[src/rtl/riscv_pkg.sv]
// riscv_pkg: shared LSU types, FSM states and access-size helpers
package riscv_pkg;
    typedef enum logic [1:0] {Byte_Access, Halfword_Access, Word_Access, Reserved} access_size_t;
    typedef enum logic [2:0] {IDLE, REQ0, WAIT0, REQ1, WAIT1, DONE} lsu_state_t;
    function automatic logic [3:0] size_mask(input access_size_t s);
        return (s == Byte_Access) ? 4'b0001 : (s == Halfword_Access) ? 4'b0011 : 4'b1111;
    endfunction
endpackage

[src/rtl/riscv_lsu_align.sv]
// riscv_lsu_align: store lane shift and byte enables per word, load extraction and extension
module riscv_lsu_align
    import riscv_pkg::*;
(
    input  logic [1:0]   i_off,
    input  access_size_t i_size,
    input  logic [31:0]  i_wdata,
    input  logic [63:0]  i_rdata,
    input  logic         i_zext,
    output logic [3:0]   o_be0,
    output logic [3:0]   o_be1,
    output logic [31:0]  o_wd0,
    output logic [31:0]  o_wd1,
    output logic [31:0]  o_ld
);
    logic [4:0]  w_bits;
    logic [7:0]  w_be;
    logic [63:0] w_wd;
    logic [31:0] w_sh;
    assign w_bits = {i_off, 3'b000};
    assign w_be   = {4'b0000, size_mask(i_size)} << i_off;
    assign w_wd   = {32'h0, i_wdata} << w_bits;
    assign w_sh   = 32'(i_rdata >> w_bits);
    assign o_be0  = w_be[3:0];
    assign o_be1  = w_be[7:4];
    assign o_wd0  = w_wd[31:0];
    assign o_wd1  = w_wd[63:32];
    assign o_ld   = (i_size == Byte_Access)     ? {{24{~i_zext & w_sh[7]}}, w_sh[7:0]} :
                    (i_size == Halfword_Access) ? {{16{~i_zext & w_sh[15]}}, w_sh[15:0]} : w_sh;
endmodule

[src/rtl/riscv_lsu_ctrl.sv]
// riscv_lsu_ctrl: load/store FSM with misaligned splitting, response timeout and core stall
module riscv_lsu_ctrl
    import riscv_pkg::*;
#(
    parameter int MISALIGN_SPLIT = 1,
    parameter int TIMEOUT        = 255,
    parameter int TO_W           = $clog2(TIMEOUT + 1)
) (
    input  logic        clk,
    input  logic        reset,
    input  logic        lsu_req_i,
    input  logic [31:0] lsu_addr_i,
    input  logic [1:0]  lsu_size_i,
    input  logic        lsu_wr_i,
    input  logic [31:0] lsu_wr_data_i,
    input  logic        lsu_zero_extnd_i,
    output logic        lsu_busy_o,
    output logic        lsu_done_o,
    output logic        lsu_err_o,
    output logic [31:0] lsu_rd_data_o,
    output logic        mem_req_o,
    input  logic        mem_gnt_i,
    output logic [31:0] mem_addr_o,
    output logic        mem_wr_o,
    output logic [3:0]  mem_be_o,
    output logic [31:0] mem_wr_data_o,
    input  logic        mem_rvalid_i,
    input  logic [31:0] mem_rd_data_i,
    input  logic        mem_err_i
);
    localparam int CW = (TO_W < 1) ? 1 : TO_W;
    lsu_state_t    r_state;
    lsu_state_t    w_next;
    access_size_t  r_size;
    logic [31:0]   r_addr;
    logic [31:0]   r_data;
    logic [31:0]   r_w0;
    logic [31:0]   r_rd;
    logic          r_wr;
    logic          r_zext;
    logic          r_split;
    logic          r_err;
    logic [CW-1:0] r_to;
    logic          w_mis;
    logic          w_req;
    logic          w_wait;
    logic          w_to_hit;
    logic          w_ok;
    logic [3:0]    w_be0;
    logic [3:0]    w_be1;
    logic [31:0]   w_wd0;
    logic [31:0]   w_wd1;
    logic [31:0]   w_ld;
    logic [63:0]   w_rd64;
    // a lane mask spilling past byte 3 means the access crosses a word boundary
    assign w_mis    = |(({4'b0000, size_mask(access_size_t'(lsu_size_i))} << lsu_addr_i[1:0]) >> 4);
    assign w_req    = (r_state == REQ0) || (r_state == REQ1);
    assign w_wait   = (r_state == WAIT0) || (r_state == WAIT1);
    assign w_to_hit = (TIMEOUT != 0) && !mem_rvalid_i && (r_to == CW'(TIMEOUT - 1));
    assign w_ok     = w_wait && mem_rvalid_i && !mem_err_i;
    assign w_rd64   = (r_state == WAIT1) ? {mem_rd_data_i, r_w0} : {32'h0, mem_rd_data_i};

    riscv_lsu_align u_align (
        .i_off   (r_addr[1:0]),
        .i_size  (r_size),
        .i_wdata (r_data),
        .i_rdata (w_rd64),
        .i_zext  (r_zext),
        .o_be0   (w_be0),
        .o_be1   (w_be1),
        .o_wd0   (w_wd0),
        .o_wd1   (w_wd1),
        .o_ld    (w_ld)
    );

    always_comb begin
        w_next = r_state;
        case (r_state)
            IDLE:    if (lsu_req_i) w_next = (w_mis && MISALIGN_SPLIT == 0) ? DONE : REQ0;
            REQ0:    if (mem_gnt_i) w_next = WAIT0;
            WAIT0:   if (mem_rvalid_i || w_to_hit) w_next = (w_ok && r_split) ? REQ1 : DONE;
            REQ1:    if (mem_gnt_i) w_next = WAIT1;
            WAIT1:   if (mem_rvalid_i || w_to_hit) w_next = DONE;
            default: w_next = IDLE;
        endcase
    end

    always_ff @(posedge clk) begin
        if (reset) begin
            r_state <= IDLE;
            r_size  <= Byte_Access;
            r_addr  <= '0;
            r_data  <= '0;
            r_w0    <= '0;
            r_rd    <= '0;
            r_wr    <= 1'b0;
            r_zext  <= 1'b0;
            r_split <= 1'b0;
            r_err   <= 1'b0;
            r_to    <= '0;
        end else begin
            r_state <= w_next;
            if (r_state == IDLE && lsu_req_i) begin
                r_addr  <= lsu_addr_i;
                r_size  <= access_size_t'(lsu_size_i);
                r_wr    <= lsu_wr_i;
                r_data  <= lsu_wr_data_i;
                r_zext  <= lsu_zero_extnd_i;
                r_split <= w_mis;
            end
            if (w_next == DONE && r_state != DONE) r_err <= (r_state == IDLE) || !w_ok;
            if (r_state == WAIT0 && mem_rvalid_i) r_w0 <= mem_rd_data_i;
            if (w_ok && !r_wr && w_next == DONE) r_rd <= w_ld;
            if (w_req && mem_gnt_i) r_to <= '0;
            else if (w_wait && !mem_rvalid_i) r_to <= r_to + CW'(1);
        end
    end

    assign lsu_busy_o    = (r_state == IDLE && lsu_req_i) || w_req || w_wait;
    assign lsu_done_o    = r_state == DONE;
    assign lsu_err_o     = (r_state == DONE) && r_err;
    assign lsu_rd_data_o = r_rd;
    assign mem_req_o     = w_req;
    assign mem_wr_o      = w_req && r_wr;
    assign mem_addr_o    = (r_state == REQ0) ? {r_addr[31:2], 2'b00} :
                           (r_state == REQ1) ? {r_addr[31:2] + 30'd1, 2'b00} : '0;
    assign mem_be_o      = (r_state == REQ0) ? w_be0 : (r_state == REQ1) ? w_be1 : '0;
    assign mem_wr_data_o = (r_state == REQ0) ? w_wd0 : (r_state == REQ1) ? w_wd1 : '0;
endmodule

[config.mk]
export PLATFORM = sky130hd
export DESIGN_NAME = riscv_lsu_ctrl
export DESIGN_NICKNAME = d
export VERILOG_FILES = /design/src/rtl/riscv_pkg.sv /design/src/rtl/riscv_lsu_align.sv /design/src/rtl/riscv_lsu_ctrl.sv
export SDC_FILE = /design/constraint.sdc
export NUM_CORES = 1
export LEC_CHECK = 0
export CORE_ASPECT_RATIO = 1.25
export CORE_MARGIN = 2
export CORE_UTILIZATION = 23
export CTS_BUF_LIST = sky130_fd_sc_hd__clkbuf_4 sky130_fd_sc_hd__clkbuf_8 sky130_fd_sc_hd__clkbuf_16
export CTS_CLUSTER_SIZE = 30
export DETAILED_ROUTE_END_ITERATION = 10
export PLACE_DENSITY = 0.55
export SLEW_MARGIN = 20
export SYNTH_ARGS = -nofsm -noshare
export SYNTH_HDL_FRONTEND = slang
export SYNTH_SLANG_ARGS = --single-unit
[constraint.sdc]
create_clock -name clk -period 5 [get_ports clk]
set_clock_uncertainty 0.15 [all_clocks]
set_input_delay 1.5 -clock clk [delete_from_list [all_inputs] [get_ports clk]]
set_output_delay 1.5 -clock clk [all_outputs]
set_load 0.005 [all_outputs]
-- Word level (Yosys, flattened, before mapping)
Cells that the tools add are included.
- reductions and logical operators: 28
- add/subtract/negate cells: 2
- bitwise gates (word level): 3
- equal/unequal tests: 10
- muxes and demuxes: 20
- shifts and indexed selects: 4
- operators by type and width (operator ; number):
    32-bit two-way mux ; 6
    64-bit two-way mux ; 1
    32-bit by 5-bit << shifter with 64-bit output ; 1
    64-bit by 5-bit >> shifter with 32-bit output ; 1
    30-bit by 1-bit adder with 30-bit output, second input constant ; 1
    4-bit two-way mux ; 6
    3-bit two-way mux ; 6
    4-bit by 2-bit << shifter with 8-bit output ; 2
    3-bit one-hot mux with 5 select lines ; 1
    1-bit logical AND ; 13
    3-bit equality test, second input constant ; 3
    8-bit by 1-bit adder with 8-bit output, second input constant ; 1
    8-bit equality test, second input constant ; 1
    3-bit by 2-bit equality test with 1-bit output, second input constant ; 2
    1-bit logical OR ; 6
    2-bit by 1-bit equality test with 1-bit output, second input constant ; 2
    1-bit logical NOT ; 4
    2-bit logical NOT ; 2
    4-bit OR reduction ; 1
    3-bit by 1-bit equality test with 1-bit output, second input constant ; 1
    3-bit logical NOT ; 1
    3-bit inequality test, second input constant ; 1
    1-bit AND ; 2
    2-bit OR reduction ; 1
    1-bit inverter ; 1
- bits in registers: 145
- word-level logic and storage cells: 78
- output and inout bits: 105

-- Depth between registers and ports, before layout
- word-level depth: 10
- gate-level depth with buffers: 8
- gate-level depth less buffers: 6

-- By module
Synthesis repeated with hierarchy kept, for this count alone.
- cell total of the unflattened synthesis: 1205
- area total of the unflattened synthesis: 9628.0 um^2
- modules (own cells, without submodules) (module ; area an instance (um^2) ; seq. area each (um^2) ; cells each ; instances):
    riscv_lsu_ctrl ; 7578.5 ; 2902.8 ; 963 ; 1
    riscv_lsu_align ; 2049.5 ; 0.0 ; 242 ; 1

-- Least setup slack after synthesis
No wires, ideal clock.
- path kind: register -> output
- start: register r_addr[0]
- end: output port mem_be_o[2]
- cell stages (with the launch flop): 9
- arrival time: 1.927 ns
- data required time: 3.350 ns
- buffers on the path: 4
- path slack: 1.423 ns
- cells stage by stage: dfxtp_1 -> buf_2 -> buf_2 -> buf_1 -> buf_1 -> nand2_1 -> nor2_1 -> nor2_1 -> o21ai_0
- longest elaborated chain between the ends: 3
- ends and longest elaborated chain (element ; line ; source):
    start: declaration ; riscv_lsu_ctrl.sv:35 ; logic [31:0] r_addr;
    start signal: assignment ; riscv_lsu_ctrl.sv:104 ; r_addr <= lsu_addr_i;
    4-bit by 2-bit << shifter with 8-bit output * ; riscv_lsu_align.sv:21 ; assign w_be = {4'b0000, size_mask(i_size)} << i_off;
    4-bit two-way mux ; riscv_lsu_ctrl.sv:127 ; assign mem_be_o = (r_state == REQ0) ? w_be0 : (r_state == REQ1) ? w_be1 : '0;
    4-bit two-way mux * ; riscv_lsu_ctrl.sv:127 ;
    end: declaration ; riscv_lsu_ctrl.sv:25 ; output logic [3:0] mem_be_o,
Every way passes the cells marked *; elsewhere a longest branch is shown, timed or not.

-- Final worst setup path
- start: register r_state[1]
- end: output port mem_wr_data_o[0]
- longest elaborated chain between the ends: 3
- elaborated cells on any way between the ends: 4
- those cells by class: 2 x eq/ne; 2 x mux
- ends and longest elaborated chain (element ; line ; source):
    start: declaration ; riscv_lsu_ctrl.sv:32 ; lsu_state_t r_state;
    start signal: assignment ; riscv_lsu_ctrl.sv:102 ; r_state <= w_next;
    3-bit by 2-bit equality test with 1-bit output ; riscv_lsu_ctrl.sv:128 ; assign mem_wr_data_o = (r_state == REQ0) ? w_wd0 : (r_state == REQ1) ? w_wd1 : '0;
    32-bit two-way mux ; riscv_lsu_ctrl.sv:128 ;
    32-bit two-way mux * ; riscv_lsu_ctrl.sv:128 ;
    end: declaration ; riscv_lsu_ctrl.sv:26 ; output logic [31:0] mem_wr_data_o,
Marked as above.

==> summary.md <==
| Metric | Value |
|---|---|
| Status | completed |
| First-pass DRT Iterations | 7 |
| Top-count cell post-synth | nand2_1 |
| Final WL | 29100 um |
| Worst-path fanout max | 11 |
| Mean Syn Cell Area | 7.52 sq um |
| Initial Util | 0.232 |
| Commonest cells post-synth | 247 x nand2_1, 145 x dfxtp_1, 144 x a21oi_1, 115 x nor2_1, 77 x mux2i_1 |
| Max clock buf depth | 2 |
| Initial antenna violation count | 2 |
| Vias/cell | 4.73 |
| Core Footprint | 0.0352 sq mm |
| Synth async-reset ratio | 0 |
| Clock Latency Late Sink | 430 ps |
| Slowest Stage Delay on Critical Path | 590 ps |
| Io pins | 211 |
| P_leak | 0.00374 uW |
| Setup Total Neg Slack | 0 ps |
| EDFF count, synth | 0 |
| Most common flop cell mapped by yosys | dfxtp_1 |
| Worst Reg2Reg Path Length in Cells | 7 |
| Largest area contributor in the netlist | dfxtp_1 |
| Synthesis-stage register bit count | 145 |
| Ratio of final minimum period to clock period | 0.942 |
| Final setup fails | 0 |
| Tmin final | 4710 ps |
| Total grt overflow | 0 |
| Die width | 172 um |
| Setup CP Type | reg2out |
| TritonCTS clock tree | built |
| Power Dens Cells | 281 mW/mm^2 |
| Post-Synthesis Cells | 1084 |
| Clk slew on worst S/H paths | 70 ps |
| Max IR drop VDD | 0.244 mV |
| Worst slew pin tran | 941 ps |
| Setup bufs post-CTS | 0 |
| Share of cells above drive strength 1 | 0.0696 |
| All-layer global routing usage | 0.155 |
| Worst reg-to-reg setup slack | 1820 ps |
| WP data arrival | 3060 ps |
| Number of max-cap violations | 0 |
| Slew Limit Fails | 0 |
| Reg2Reg Capture Point | lsu_rd_data_o[30]$_SDFFE_PP0P_ |
| Routed len/inst | 16.7 um |
| Vias in the first global route | 7736 |
| Slew margin rel. | 0.370 |
| H-tree depth | 4 |
| Number of hold buffers added after CTS | 0 |
| Fin util | 0.321 |
| Peak Freq | 0.212 GHz |
| Min-Delay Path Depth | 2 |
| Hold Path End | r_w0[4]$_SDFFE_PP0P_ |
| Die Ht | 214 um |
| Endpoint class of the critical path | primary output |
| Final GP Congestion | 0.856 |
| FP Rows | 77 |
| Critical path launch point type | flop |
| Fin. Hold Viols | 0 |
| RSZ-0062 raised after global routing | false |
| Hold path start | r_w0[4]$_SDFFE_PP0P_ |
| Cells after DPL | 1707 |
| Antenna viol nets, final | 0 |
| Required time worst endpoint | 3350 ps |
| Crit Reg-Reg Startpoint | r_state[1]$_SDFF_PP0_ |
| Residual DRC | 0 |
| CTS Sinks | 145 |
| Detailed router's first-iteration violation count | 496 |
| Top cells by area, synth | dfxtp_1 36%, nand2_1 11%, mux2i_1 9.5%, a21oi_1 8.8%, nor2_1 5.3% |
| Synth top area share | 0.356 |
| Cell area after synthesis | 0.00815 sq mm |
| Vias | 8236 |
| Tightest Hold Check Type | reg2reg |
| Port-buffer cells | 208 |
| Clk root buf | clkbuf_16 |
| Layout Cells excl Fill | 1741 |
| Yosys cell types | 55 |
| Yosys warns | 0 |
| Final net count | 1361 |
| Area delta synth->final | 38.6% |
| Num CTS Buffers | 17 |
| Die Area | 0.0370 sq mm |
| First-pass GRT wire length | 44500 um |
| Detailed placement HPWL | 21400 um |
| Largest net degree at the start of global routing | 79 |
| Slowest stage cell on the critical path | clkdlybuf4s50_1 |
| Worst-path cell chain | or3b_2, nand2b_1, buf_4, nor2_1, nand2_1, o21ai_0, clkdlybuf4s50_1 |
| Post-cts sizing count | 0 |
| Seq/Total Area, Yosys | 0.356 |
## registers in the layout, summed over array words and instances, names as in the netlist
signal	flops
lsu_rd_data_o	32
r_addr	32
r_data	32
r_w0	32
r_to	8
r_state	3
r_size	2
r_err	1
r_split	1
r_wr	1
r_zext	1
## report_power, final
part / leakage [uW] / total (uW) / internal, uW / switching, uW
clock: 0.000275 / 1280 / 715 / 570
sequential: 0.00118 / 1290 / 1210 / 75.3
combinational: 0.00229 / 601 / 276 / 325
## cell type report
cell class	count	area (sq um)
Antenna cell	2	5.00
Clock buffer	18	439
Clock inverter	14	144
Fill cell	3694	23900
Inverter	8	30.0
Multi-Input combinational cell	851	4930
Sequential cell	145	2910
Tap cell	474	593
Timing Repair Buffer	229	2250
## cell families after synthesis
kind of cell,share of synthesized area
flip-flops,0.356
AND/OR/NAND/NOR,0.245
adder cells (fa/ha/maj),0.00461
other,0.000460
multiplexers,0.125
buffers and inverters,0.0442
XOR/XNOR,0.0301
AO/OA/AOI/OAI,0.194
## worst max-delay path, delay by kind of cell, from the launching register on
family / cells / cell delay (ps)
and+or+nand+nor: 4 / 1300
AOI/OAI and AO/OA: 1 / 190
buffers and inverters: 2 / 770
DFF: 1 / 370
## metrics by stage
stage                     worst slack [ps]  cell area [sq um]  total power, uW  hold WS, ps
after global routing                   165              11300             3310          320
after detailed placement               536              10700             1920          296
final                                  288              11300             3180          304
after global placement                 534              10700             1910          290
after CTS                              285              11300             3210          305
after floorplan                       1420               8150             1630          282
## how the worst max path moves through the flow
stage	from	end	cells past startpoint	slack, ps
finish	r_state[1]$_SDFF_PP0_	mem_wr_data_o[0]	7	290
global route	r_state[1]$_SDFF_PP0_	mem_wr_data_o[5]	7	160
CTS	r_addr[0]$_SDFFE_PP0P_	mem_wr_data_o[21]	5	280
detailed placement	lsu_req_i	lsu_busy_o	4	540
global placement	lsu_req_i	lsu_busy_o	4	530
floorplan	r_addr[0]$_SDFFE_PP0P_	mem_be_o[2]	8	1420
## metal layers
metal | vias up | GRT usage | routed length, um
li1 | 4106 | - | -
met1 | 3859 | 0.189 | 12400
met2 | 224 | 0.263 | 14600
met3 | 47 | 0.0284 | 1170
met4 | 0 | 0.0678 | 926
met5 | - | 0 | 0
## cells in the final DEF, fill, tap and decap left out, types with 17 or more instances in the layout
cell	n
buf_4	21
xor2_1	21
a211oi_1	42
nor2_1	114
mux2i_1	77
clkdlybuf4s50_1	207
clkbuf_16	17
nand2_1	246
o21ai_0	39
dfxtp_1	143
a21oi_1	144
(Power assumes the default switching activity.)
